`config.mk`:
```
export PLATFORM = sky130hd
export DESIGN_NAME = bin_to_gray_flat
export DESIGN_NICKNAME = d
export VERILOG_FILES = /design/src/rtl/bin_to_gray_if.sv /design/src/rtl/bin_to_gray.sv /design/src/flat_wrapper.sv
export SDC_FILE = /design/constraint.sdc
export NUM_CORES = 1
export LEC_CHECK = 0
export CAP_MARGIN = 20
export CORE_AREA = 5 5 42 44
export DETAILED_ROUTE_END_ITERATION = 10
export DIE_AREA = 0 0 47 49
export SYNTH_ARGS = -nofsm -noshare
export SYNTH_HDL_FRONTEND = slang
export SYNTH_SLANG_ARGS = --single-unit
```
`constraint.sdc`:
```
create_clock -name clk -period 0.8 [get_ports clk]
set_input_delay 0.16 -clock clk [delete_from_list [all_inputs] [get_ports clk]]
set_output_delay 0.16 -clock clk [all_outputs]
set_load 0.005 [all_outputs]
```
`src/rtl/bin_to_gray_if.sv`:
```
// Word-in / Gray-out bus for bin_to_gray.
// The producer (master) drives the binary word; the encoder (slave) returns the registered Gray code.
interface bin_to_gray_if #(
    parameter int N = 4
);
    logic [N-1:0] binary;
    logic         bin_valid;
    logic [N-1:0] gray;
    logic         gray_valid;

    modport master (
        output binary,
        output bin_valid,
        input  gray,
        input  gray_valid
    );

    modport slave (
        input  binary,
        input  bin_valid,
        output gray,
        output gray_valid
    );
endinterface

```
`src/rtl/bin_to_gray.sv`:
```
// Registered N-bit binary to reflected-Gray encoder, one word per clock, one cycle latency.
// The Gray register only loads on bin_valid, so an undriven word on idle cycles never reaches the output.
module bin_to_gray #(
    parameter int N = 4
) (
    input  logic          clk,
    input  logic          rst_n,
    bin_to_gray_if.slave  bus
);

    logic [N-1:0] gray_next;
    logic [N-1:0] gray_q;
    logic         valid_q;

    // Logical shift keeps the MSB unchanged and xors each lower bit with its upper neighbour; for N=1 this is identity.
    assign gray_next = bus.binary ^ (bus.binary >> 1);

    always_ff @(posedge clk or negedge rst_n) begin
        if (!rst_n) begin
            gray_q  <= '0;
            valid_q <= 1'b0;
        end else begin
            valid_q <= bus.bin_valid;
            if (bus.bin_valid) begin
                gray_q <= gray_next;
            end
        end
    end

    assign bus.gray       = gray_q;
    assign bus.gray_valid = valid_q;

endmodule

```
`src/flat_wrapper.sv`:
```
// flat-port wrapper written by rule: the top's interface ports become plain ports
module bin_to_gray_flat 
#(
    parameter int N = 4
)
  (clk, rst_n, bus_binary, bus_bin_valid, bus_gray, bus_gray_valid);
  bin_to_gray_if #(.N(N)) bus_i ();
  input  logic clk;
  input  logic rst_n;
  input wire logic [$bits(bus_i.binary)-1:0] bus_binary;
  input wire logic [$bits(bus_i.bin_valid)-1:0] bus_bin_valid;
  output wire logic [$bits(bus_i.gray)-1:0] bus_gray;
  output wire logic [$bits(bus_i.gray_valid)-1:0] bus_gray_valid;
  assign bus_i.binary = bus_binary;
  assign bus_i.bin_valid = bus_bin_valid;
  assign bus_gray = bus_i.gray;
  assign bus_gray_valid = bus_i.gray_valid;
  bin_to_gray #(.N(N)) u_core (.clk(clk), .rst_n(rst_n), .bus(bus_i));
endmodule
```
### Word level (Yosys, flattened, before mapping)

Cells that the tools add are included.

* bits in registers: 5
* input port bits: 7
* output and inout bits: 5

* bitwise gates (word level): 1

Operators with widths (number)
* $xor 4x3->4: 1

### Logic depth before layout (Yosys ltp)

* depth after elaboration: 1
* gate-level depth with buffers: 2

### Worst setup path before layout

Ideal clock, no wire load.

* kind: register to register
* from: reg u_core.bus.gray[3] (netlist name)
* to: reg u_core.gray_q[3], in the netlist u_core.bus.gray[3]
* arrival time: 623 ps
* required time: 675 ps
* slack: 52 ps
* stages on the path, launching flop included: 2
* buffers on the path: 0
* period minus slack after synthesis: 748 ps
* path through: dfrtp_1 > mux2_4

RTL lines
* end signal, assigned: RTL line bin_to_gray.sv:25 `gray_q <= gray_next;`
* end, declared: RTL line bin_to_gray.sv:12 `logic [N-1:0] gray_q;`

### Worst setup path after layout

* from: reg u_core.gray_q[1], in the netlist u_core.bus.gray[1]
* to: out bus_gray[1]

RTL lines
* end, declared: RTL line flat_wrapper.sv:12 `output wire logic [$bits(bus_i.gray)-1:0] bus_gray;`

No word-level cell between the ends.

==> flow_metrics.py <==
metrics = {
    "run_status": {
        "status": "complete, but fails checks",
        "failing_checks": "setup timing",
    },
    "final_layout": {
        "layoutNonFillerInstCount": 51,
        "area_delta_synth_final_pct": 98.70,
        "area.sequential_um2": 125.1,
        "final_layout_size_suffix_gt1_frac": 0.4857,
        "nFillCells": 168,
        "layout.nets": 43,
        "num_antenna_cells": 0,
        "multiInputGateArea_um2": 75.07,
    },
    "clocking": {
        "clkLatencyLatePin_ns": 0.24,
        "clock_tree.buffer_depth": 2,
        "cts-htree-levels": 1,
        "clock_root_buffer": "clkbuf_4",
        "clock_tree_from_tritoncts": "yes",
        "cts_buffers": 3,
        "path_clk_slew_ns": 0.04,
        "cts.sink_count": 5,
    },
    "drt": {
        "detail_route.first_pass.iterations": 2,
        "num_vias": 179,
        "drt-vias-per-instance": 3.510,
        "drcViolationCount": 0,
        "finalWirelength_um": 494,
        "drt-initial-drc-count": 4,
        "antenna_nets_post_route": 0,
        "post_drt_wl_per_cell_um": 9.686,
    },
    "pwr": {
        "p_sw_w": 0.0001714,
        "power_switching_share": 0.2287,
        "seq_power_share": 0.394,
        "comb_power_share": 0.222,
        "vdd_drop_max_v": 0.0005480,
        "p_clk_frac": 0.384,
        "power.density_mw_per_mm2": 1957,
        "leakagePower_nw": 0.1744,
        "internal_power_w": 0.0005778,
    },
    "timing": {
        "layout_min_cycle_time_ns": 0.9127,
        "clock-skew-final_ns": 0,
        "post-route-worst-setup-slack_ns": -0.1127,
        "max_clock_freq_mhz": 1096,
        "timing.hold.ws_ns": 0.1480,
        "unrepaired_setup_endpoints_after_global_routing": "yes",
        "finalSetupViolCount": 6,
        "timing_worst_slew_pin_value_ns": 0.2388,
        "timing.final.crit_share": 1.141,
        "timing_max_transition_violations_final": 0,
        "hold_viol": 0,
        "max_slew_margin": 0.8403,
    },
    "grt": {
        "global_route.usage.total": 0.05300,
        "grt_pass1_wl_um": 759,
        "largest_net_degree_at_the_start_of_global_routing": 8,
        "antenna_violations_before_repair": 0,
        "global_route.overflow_total": 0,
        "first_global_vias": 180,
    },
    "critical_path": {
        "required_time_of_the_critical_path_ns": 0.64,
        "cpMaxStageDelayCell": "dfrtp_1",
        "start_kind": "flop",
        "critical-path-top-delay-family": "flip-flops",
        "max_stage_delay_on_crit_path_ns": 0.38,
        "setup.worst_path.end_class": "output pin",
        "critical_path.cell_chain": "buf_2",
        "reg2regPathDepth": 2,
        "worst-endpoint-arrival_ns": 0.75,
        "timing.critical_path.from": "u_core.bus.gray[1]$_DFFE_PN0P_",
        "timing.setup.critical_path_class": "flop to output pin",
        "reg2reg_setup_slack_ns": -0.08,
        "cp.buffers_inverters": 1,
        "path_max_fanout": 2,
        "critical_path_cell_count": 1,
        "crit-reg2reg-launch": "u_core.bus.gray[3]$_DFFE_PN0P_",
    },
    "worst_hold_path": {
        "worst_hold_path_type": "primary input to async pin",
    },
    "die": {
        "fp.dieW_um": 47,
        "die_area_mm2": 0.002303,
        "core_area_mm2": 0.001401,
        "start_util": 0.1375,
        "floorplan.rows": 14,
        "io_pins": 12,
        "die_y_um": 49,
    },
    "synth": {
        "post_synth_instance_area_um2": 192.7,
        "synth_sequential_area_ratio": 0.6494,
        "syn-mean-instance-area_um2": 12.85,
        "postSynthCellCount": 15,
        "ys_ff_latch": 5,
        "mappedNetlistNets": 22,
        "yosys.cell_types.count": 5,
        "ys.warnings.count": 0,
    },
    "place": {
        "numPortBuffers": 11,
        "total_instance_count_after_detailed_placement": 47,
        "finalWeightedCongestion": 0.6144,
    },
    "job": {
        "drv_cap": 0,
    },
}
==> sequential cells by signal, summed over array words and instances, names as in the netlist <==
signal,count
u_core.bus.gray,4
u_core.bus.gray_valid,1
==> cells by family after synthesis <==
group,synth area share
flops,0.6494
compound gates,0.07790
xor+xnor,0.1364
simple gates,0.05844
mux,0.07790
==> cell usage in the layout (no fill, tap or decap) <==
master	instances
nor2_2	3
buf_4	2
xnor2_1	3
buf_2	5
clkbuf_4	3
dlymetal6s2s_1	1
buf_6	3
clkbuf_1	1
clkdlybuf4s50_1	5
mux2_4	1
a21oi_1	3
dfrtp_1	5
==> per-layer routing <==
| metal | vias up | share of wire | global-route usage |
|---|---|---|---|
| li1 | 89 | - | - |
| met5 | - | 0 | 0 |
| met2 | 12 | 0.38 | 0.05656 |
| met1 | 78 | 0.44 | 0.06222 |
| met4 | 0 | 0 | 0.05530 |
| met3 | 0 | 0.18 | 0.03690 |
==> cell usage after synthesis <==
library cell,count,area share
dfrtp_1,5,0.65
nor2_1,3,0.058
a21oi_1,3,0.078
xnor2_1,3,0.14
mux2_4,1,0.078
==> path summary, 6_finish.rpt <==
path / endpoint
worst max register to register: u_core.bus.gray[3]$_DFFE_PN0P_
max in group asynchronous: u_core.bus.gray[1]$_DFFE_PN0P_
worst max-delay path: bus_gray[1]
worst min-delay path: u_core.bus.gray_valid$_DFF_PN0_
min in group clk: u_core.bus.gray_valid$_DFF_PN0_
worst min register to register: u_core.bus.gray[3]$_DFFE_PN0P_
==> power by group through the flow <==
stage | registers, W | clock network [W] | logic, W
global placement | 0.000297 | 0 | 0.000172
floorplan | 0.000299 | 0 | 0.0000350
global route | 0.000298 | 0.000330 | 0.000186
finish | 0.000295 | 0.000288 | 0.000166
detailed placement | 0.000298 | 0 | 0.000173
CTS | 0.000293 | 0.000306 | 0.000159
==> final cells by class <==
type	instances	share of cell area
timing repair buffer	16	0.3562
sequential	5	0.3268
multi-input combinational	10	0.1961
clock buffer	4	0.06863
tap	16	0.05229
==> per-stage QoR <==
step	power [W]	worst slack, ns	utilization	TNS (ns)	area (um^2)
after floorplan	0.0003338	0.05170	-	0	192.7
after global placement	0.0004700	-0.2727	0.2571	-1.957	360.3
after detailed placement	0.0004719	-0.2813	0.2571	-2.049	360.3
after CTS	0.0007580	-0.1216	0.2634	-0.6586	369.1
after global routing	0.0008141	-0.1538	0.2732	-0.8022	382.9
final	0.0007492	-0.1127	0.2732	-0.5605	382.9
==> timing repair <==
action	CTS	global route
endpoints found under the setup margin	6	9
resized for setup	20	7
buffers inserted	2	1
pin swaps	0	2
hold buffers	0	0
(Power assumes the default switching activity.)
